<file path="src/rtl/traffic_phase_controller.sv">
// Single-lamp traffic phase sequencer: seconds prescaler, per-phase countdown,
// flashing-yellow safe mode and a two-digit BCD view of the remaining time.
module traffic_phase_controller #(
  parameter int unsigned TICK_DIV = 50000000
) (
  input  logic       clk,
  input  logic       rst,
  input  logic       set_mode,
  input  logic [6:0] green_time,
  input  logic [6:0] yellow_time,
  input  logic [6:0] red_time,
  input  logic [2:0] alert_time,
  output logic [2:0] light,
  output logic [1:0] phase,
  output logic [6:0] remain,
  output logic [3:0] remain_tens,
  output logic [3:0] remain_ones,
  output logic       fault
);

  localparam int unsigned PW = (TICK_DIV > 2) ? $clog2(TICK_DIV) : 1;

  typedef enum logic [1:0] {
    S_FLASH  = 2'd0,
    S_GREEN  = 2'd1,
    S_YELLOW = 2'd2,
    S_RED    = 2'd3
  } state_t;

  state_t        r_state;
  logic [PW-1:0] r_presc;
  logic          r_blink;
  logic [2:0]    r_light;
  logic [6:0]    r_remain;

  logic          w_tick;
  logic          w_alert;
  logic [PW-1:0] w_presc_nxt;

  assign w_tick      = (r_presc == PW'(TICK_DIV - 1));
  assign w_alert     = |alert_time;
  assign w_presc_nxt = w_tick ? '0 : r_presc + PW'(1);

  // State, prescaler and all registered outputs
  always_ff @(posedge clk or posedge rst) begin
    if (rst) begin
      r_state  <= S_FLASH;
      r_presc  <= '0;
      r_blink  <= 1'b1;
      r_light  <= 3'b010;
      r_remain <= 7'd0;
    end else if (set_mode) begin
      r_state  <= S_FLASH;
      r_presc  <= '0;
      r_blink  <= 1'b1;
      r_light  <= 3'b010;
      r_remain <= 7'd0;
    end else if (r_state == S_FLASH) begin
      if (w_alert) begin
        r_presc <= w_presc_nxt;
        if (w_tick) begin
          r_blink <= ~r_blink;
          r_light <= {1'b0, ~r_blink, 1'b0};
        end
      end else begin
        r_state  <= S_RED;
        r_presc  <= '0;
        r_light  <= 3'b100;
        r_remain <= red_time;
      end
    end else if (w_alert) begin
      r_state  <= S_FLASH;
      r_presc  <= '0;
      r_blink  <= 1'b1;
      r_light  <= 3'b010;
      r_remain <= 7'd0;
    end else begin
      r_presc <= w_presc_nxt;
      if (w_tick) begin
        // Treat 0 like 1 so an unexpected zero duration cannot wrap the count
        if (r_remain > 7'd1) begin
          r_remain <= r_remain - 7'd1;
        end else begin
          case (r_state)
            S_GREEN: begin
              r_state  <= S_YELLOW;
              r_light  <= 3'b010;
              r_remain <= yellow_time;
            end
            S_YELLOW: begin
              r_state  <= S_RED;
              r_light  <= 3'b100;
              r_remain <= red_time;
            end
            S_RED: begin
              r_state  <= S_GREEN;
              r_light  <= 3'b001;
              r_remain <= green_time;
            end
            default: begin
              r_state  <= S_FLASH;
              r_blink  <= 1'b1;
              r_light  <= 3'b010;
              r_remain <= 7'd0;
            end
          endcase
        end
      end
    end
  end

  assign light       = r_light;
  assign phase       = r_state;
  assign remain      = r_remain;
  assign remain_tens = 4'(r_remain / 7'd10);
  assign remain_ones = 4'(r_remain % 7'd10);
  assign fault       = (r_state == S_FLASH) & ~set_mode & w_alert;

endmodule

</file>
<file path="config.mk">
export PLATFORM = sky130hd
export DESIGN_NAME = traffic_phase_controller
export DESIGN_NICKNAME = d
export VERILOG_FILES = /design/src/rtl/traffic_phase_controller.sv
export SDC_FILE = /design/constraint.sdc
export NUM_CORES = 1
export LEC_CHECK = 0
export CAP_MARGIN = 20
export CORE_ASPECT_RATIO = 0.5
export CORE_MARGIN = 5
export CORE_UTILIZATION = 59
export DETAILED_ROUTE_END_ITERATION = 8
export PLACE_DENSITY_LB_ADDON = 0.1
export SYNTH_ARGS = -nofsm -noshare
export SYNTH_HDL_FRONTEND = slang
export SYNTH_SLANG_ARGS = --single-unit
</file>
<file path="constraint.sdc">
create_clock -name clk -period 4.8 [get_ports clk]
set_input_delay 0.72 -clock clk [delete_from_list [all_inputs] [get_ports clk]]
set_output_delay 0.72 -clock clk [all_outputs]
set_load 0.005 [all_outputs]
</file>
# Word-level counts from Yosys, hierarchy flattened
# Index checks and enable logic that the tools add are counted.
dict set report totals {
  reg_bits 39
  input_bits 27
  output_inout_bits 21
  wordCells 69
}
dict set report classes {
  addsub 2
  n_div 2
  magnitude_cmp 1
  n_eq_ne 11
  n_mux 35
  n_bitwise 4
  n_reduce_logical 9
}
# op n
set op_table {}
lappend op_table {{2-to-1 mux 26 bit} 5}
lappend op_table {{2-to-1 mux 7 bit} 6}
lappend op_table {{adder 26 x 1 -> 26 bit, second input constant} 1}
lappend op_table {{equality test 26 bit, second input constant} 1}
lappend op_table {{2-to-1 mux 3 bit} 7}
lappend op_table {{case mux 7 bit (3 select lines)} 1}
lappend op_table {{2-to-1 mux 2 bit} 6}
lappend op_table {{!= test 3 bit, second input constant} 4}
lappend op_table {{2-to-1 mux 1 bit} 8}
lappend op_table {{divider 7 x 4 -> 7 bit, second input constant} 1}
lappend op_table {{> comparator 7 x 1 -> 1 bit, second input constant} 1}
lappend op_table {{modulo 7 x 4 -> 7 bit, second input constant} 1}
lappend op_table {{subtractor 7 x 1 -> 7 bit, second input constant} 1}
lappend op_table {{case mux 2 bit (3 select lines)} 1}
lappend op_table {{case mux 3 bit (2 select lines)} 1}
lappend op_table {{AND reduction 3 bit} 2}
lappend op_table {{OR reduction 3 bit} 2}
lappend op_table {{AND reduction 5 bit} 1}
lappend op_table {{equality test 2 bit, second input constant} 2}
lappend op_table {{!= test 4 x 3 -> 1 bit, second input constant} 1}
lappend op_table {{!= test 4 bit, second input constant} 1}
lappend op_table {{nonzero test 4 bit} 1}
lappend op_table {{!= test 3 x 1 -> 1 bit, second input constant} 1}
lappend op_table {{nonzero test 3 bit} 1}
lappend op_table {{other kinds (5)} 7}

# Depth between registers and ports, before layout
dict set report depth {
  ltp_word 8
  ltp_mapped 12
  ltp_nobuf 10
}

# Worst setup path before layout
# OpenSTA, ideal clock, no wires.
dict set report synth_timing {
  path_kind {flip-flop to output port}
  startpoint {register r_remain[6], in the netlist remain[6]}
  endpoint {output port remain_ones[2]}
  arrival_ps 2515
  required_ps 4080
  path_slack_ps 1565
  path_stages_with_launch 12
  n_path_buf 1
  path_cell_list {dfrtp_1 > clkbuf_1 > nor2b_1 > a21oi_1 > o22ai_1 > a21boi_0 > ha_1 > or2_2 > o221ai_1 > o211ai_1 > a32o_1 > mux2i_1}
}
dict set report synth_via {
  elab_chain_len 1
}
# element line_no
set synth_lines {}
lappend synth_lines {{from (decl)} 34} ;# logic [6:0] r_remain;
lappend synth_lines {{from (signal assigned)} 69} ;# r_remain <= red_time;
lappend synth_lines {{from (signal assigned)} 82} ;# r_remain <= r_remain - 7'd1;
lappend synth_lines {{from (signal assigned)} 88} ;# r_remain <= yellow_time;
lappend synth_lines {{modulo 7 x 4 -> 7 bit} 116} ;# assign remain_ones = 4'(r_remain % 7'd10);
lappend synth_lines {{to (decl)} 17} ;# output logic [3:0] remain_ones,
# Every way passes these cells.

# Worst setup path after layout
# Ends and elaborated chain as after synthesis.

==> insert_results.sql <==
INSERT INTO impl_metrics (metric_group, metric, value, unit) VALUES
('floorplan', 'design.portCount', '48', ''),
('route', 'wirelength', '7.99', 'mm'),
('cells_and_area', 'antenna_cells', '0', ''),
('synthesis', 'post_synth.cell_area_avg', '8.47', 'um2'),
('sta', 'crit_share_post_route', '0.956', ''),
('floorplan', 'fp.dieW', '111', 'um'),
('power_and_ir_drop', 'sw_frac_of_total', '0.377', ''),
('route', 'initialDrtViolationCount', '286', ''),
('power_and_ir_drop', 'leakagePower', '1.35', 'nW'),
('sta', 'max-slew-margin-rel', '0.529', ''),
('global_route', 'antenna_found_initial', '0', ''),
('clocking', 'tritoncts', 'yes', ''),
('clocking', 'cts-root-to-sink-buffers', '2', ''),
('synthesis', 'postSynthNetCount', '390', ''),
('sta', 'period_minus_slack', '4.59', 'ns'),
('route', 'routedWlPerCell', '17.5', 'um'),
('power_and_ir_drop', 'logic_gate_share_of_total_power', '0.432', ''),
('place', 'buffer_ports.inserted', '47', ''),
('cells_and_area', 'final_cell_utilization_of_the_core', '0.724', ''),
('cells_and_area', 'area.growth.synth_to_final', '18.9', '%'),
('worst_setup_path', 'worstPathRequired', '4.08', 'ns'),
('route', 'drc', '0', ''),
('worst_hold_path', 'worstHoldPathCells', '2', ''),
('worst_setup_path', 'critPathMaxStageDelay', '0.67', 'ns'),
('worst_setup_path', 'data_arrival_at_the_endpoint_of_the_critical_path', '3.87', 'ns'),
('floorplan', 'start_util', '0.609', ''),
('worst_setup_path', 'critical_path.startpoint_type', 'flip-flop', ''),
('place', 'place.detailed.instances', '449', ''),
('cells_and_area', 'layout.nets', '424', ''),
('worst_setup_path', 'worstPathMaxFanout', '16', ''),
('global_route', 'overall_routing_resource_usage', '0.247', ''),
('power_and_ir_drop', 'power.clock.fraction', '0.199', ''),
('worst_hold_path', 'worstHoldStart', 'light[1]$_DFFE_PP1P_', ''),
('worst_hold_path', 'min_delay_worst_endpoint', 'light[1]$_DFFE_PP1P_', ''),
('synthesis', 'seq_area_frac_synth', '0.327', ''),
('worst_setup_path', 'rr_endpoint', 'light[0]$_DFFE_PP0P_', ''),
('worst_setup_path', 'endpoint_kind', 'primary output', ''),
('clocking', 'cts_root_buffer', 'clkbuf_8', ''),
('power_and_ir_drop', 'sequentialPowerShare', '0.370', ''),
('worst_setup_path', 'critical_path.reg2reg.startpoint', 'r_presc[8]$_DFF_PP0_', ''),
('global_route', 'grt.overflow.total', '0', ''),
('clocking', 'worst_skew_pair.late_latency', '0.29', 'ns'),
('sta', 'clock-skew-final', '0.0118', 'ns'),
('worst_setup_path', 'crit_type', 'flip-flop to primary output', ''),
('floorplan', 'std_cell_rows', '18', ''),
('sta', 'slew_violations', '0', ''),
('power_and_ir_drop', 'power.internal', '0.000647', 'W'),
('worst_hold_path', 'min_path_type', 'flip-flop to flip-flop', ''),
('sta', 'setup_viol', '0', ''),
('run_status', 'outcome', 'finished clean', ''),
('sta', 'fmax', '218', 'MHz'),
('clocking', 'hold_buffers', '0', ''),
('synthesis', 'synth_cell_type_count', '63', ''),
('route', 'postRouteAntennaNets', '0', ''),
('place', 'detailed_place_hpwl', '5.76', 'mm'),
('global_route', 'first_global_vias', '2850', ''),
('synthesis', 'post_synth_instance_area', '2990', 'um2'),
('route', 'drtPass1Iterations', '7', ''),
('power_and_ir_drop', 'net_switching', '0.000392', 'W'),
('floorplan', 'fp.dieH', '60.3', 'um'),
('synthesis', 'synth_cells', '353', ''),
('clocking', 'tritoncts_num_sinks', '39', ''),
('clocking', 'cts-buffers-inserted', '5', ''),
('synthesis', 'ys_dominant_reg_cell', 'dfrtp_1', ''),
('route', 'post_drt_via_cell_ratio', '6.48', ''),
('worst_setup_path', 'path_delay_family', 'compound AO/OA/AOI/OAI gates', ''),
('sta', 'max_slew.worst_pin.slew', '0.707', 'ns'),
('place', 'finalWeightedCongestion', '0.916', ''),
('worst_setup_path', 'r2r_slack', '2.00', 'ns'),
('worst_setup_path', 'worst-r2r-cell-count', '6', ''),
('worst_setup_path', 'crit_path_frequent_cell', 'nor2b_1', '');
kinds of logic (layout without fill, tap and decap cells):
| kind of cell | Yosys count | after routing | share of synthesized area |
|---|---|---|---|
| simple gates | 135 | 135 | 0.247 |
| compound gates | 94 | 94 | 0.221 |
| buf+inv | 40 | 73 | 0.0569 |
| flops | 39 | 39 | 0.327 |
| xor+xnor | 29 | 29 | 0.0849 |
| fa+ha+maj | 10 | 10 | 0.0418 |
| mux | 6 | 6 | 0.0209 |
Yosys cell counts, types with 4 or more instances:
master,instances,area (um2)
dfrtp_1,37,926
nor2_1,34,128
a21oi_1,21,105
xnor2_1,21,184
clkbuf_1,19,71.3
nand3_1,19,95.1
nand2_1,17,63.8
inv_1,15,56.3
o21ai_0,14,70.1
ha_1,10,125
nor4_1,10,62.6
nor3_1,9,45.0
a31oi_1,8,50.1
xor2_1,8,70.1
and3_1,7,43.8
nor2b_1,6,37.5
or3_1,6,37.5
a222oi_1,5,50.1
and4_1,5,43.8
o32ai_1,5,43.8
a211oi_1,4,30.0
and2_1,4,25.0
mux2i_1,4,40.0
nand4_1,4,25.0
o211ai_1,4,30.0
state kept, by name, summed over array words and instances (netlist names):
name	cells
phase	2
r_blink	1
remain	7
light	3
r_presc	26
power by group through the flow:
stage                     registers (W)  logic [W]  clock network (W)
after floorplan                0.000373   0.000312                  0
after global placement         0.000387   0.000428                  0
after detailed placement       0.000389   0.000437                  0
after CTS                      0.000383   0.000440           0.000209
after global routing           0.000389   0.000501           0.000220
final                          0.000384   0.000449           0.000206
cell type report:
type                       count  area, um2
multi-input combinational    274       1850
fill                         374       1360
sequential                    39        981
timing repair buffer          51        504
tap                           70       87.6
clock buffer                   6       72.6
inverter                      16       60.1
per-layer routing:
layer / vias to the layer above / track usage / part of all wire
met3: 25 / 0.0518 / 0.055
met4: 0 / 0.0895 / 0.020
met2: 120 / 0.467 / 0.51
met5: - / 0 / 0
met1: 1422 / 0.289 / 0.41
li1: 1389 / - / -
worst reg2reg max path, cell delays in order (launching register included):
cell and delay [ns]:
dfrtp_1 0.43, or4b_4 0.57, or4_4 0.56, o21ai_2 0.59, buf_6 0.25, a21boi_2 0.06
a41o_1 0.22
layout by cell type (no fill, tap or decap), types with 5 or more instances in the layout:
cell type        count
a21oi_1             21
o21ai_0             14
nor4_1              10
clkbuf_8             5
a222oi_1             5
and3_1               7
and4_1               5
nand2_1             17
o32ai_1              5
nand3_1             19
xnor2_1             21
nor2_1              34
nor3_1               8
inv_1               15
nor2b_1              6
ha_1                 9
or3_1                6
clkdlybuf4s50_1     47
xor2_1               8
a31oi_1              8
dfrtp_1             35
worst max-delay path by stage:
stage | startpoint | to | slack, ns | cells past startpoint
6_report | remain[6]$_DFFE_PP0P_ | remain_ones[2] | 0.21 | 11
2_1_floorplan | remain[6]$_DFFE_PP0P_ | remain_ones[2] | 1.56 | 11
4_1_cts | remain[2]$_DFFE_PP0P_ | remain_ones[2] | 0.11 | 11
3_5_place_dp | remain[2]$_DFFE_PP0P_ | remain_ones[2] | 0.43 | 11
5_1_grt | remain[6]$_DFFE_PP0P_ | remain_ones[2] | 0.03 | 11
3_3_place_gp | remain[2]$_DFFE_PP0P_ | remain_ones[2] | 0.70 | 11
per-stage QoR:
stage	power (W)	hold WS, ns
2_1_floorplan	0.000684	0.465
3_3_place_gp	0.000815	0.500
3_5_place_dp	0.000826	0.519
4_1_cts	0.00103	0.526
5_1_grt	0.00111	0.550
6_report	0.00104	0.521
what timing repair did:
item,CTS,global route
endpoints found under the setup margin,0,3
buffers inserted,0,0
gates resized for setup,0,3
(Power assumes the default switching activity.)
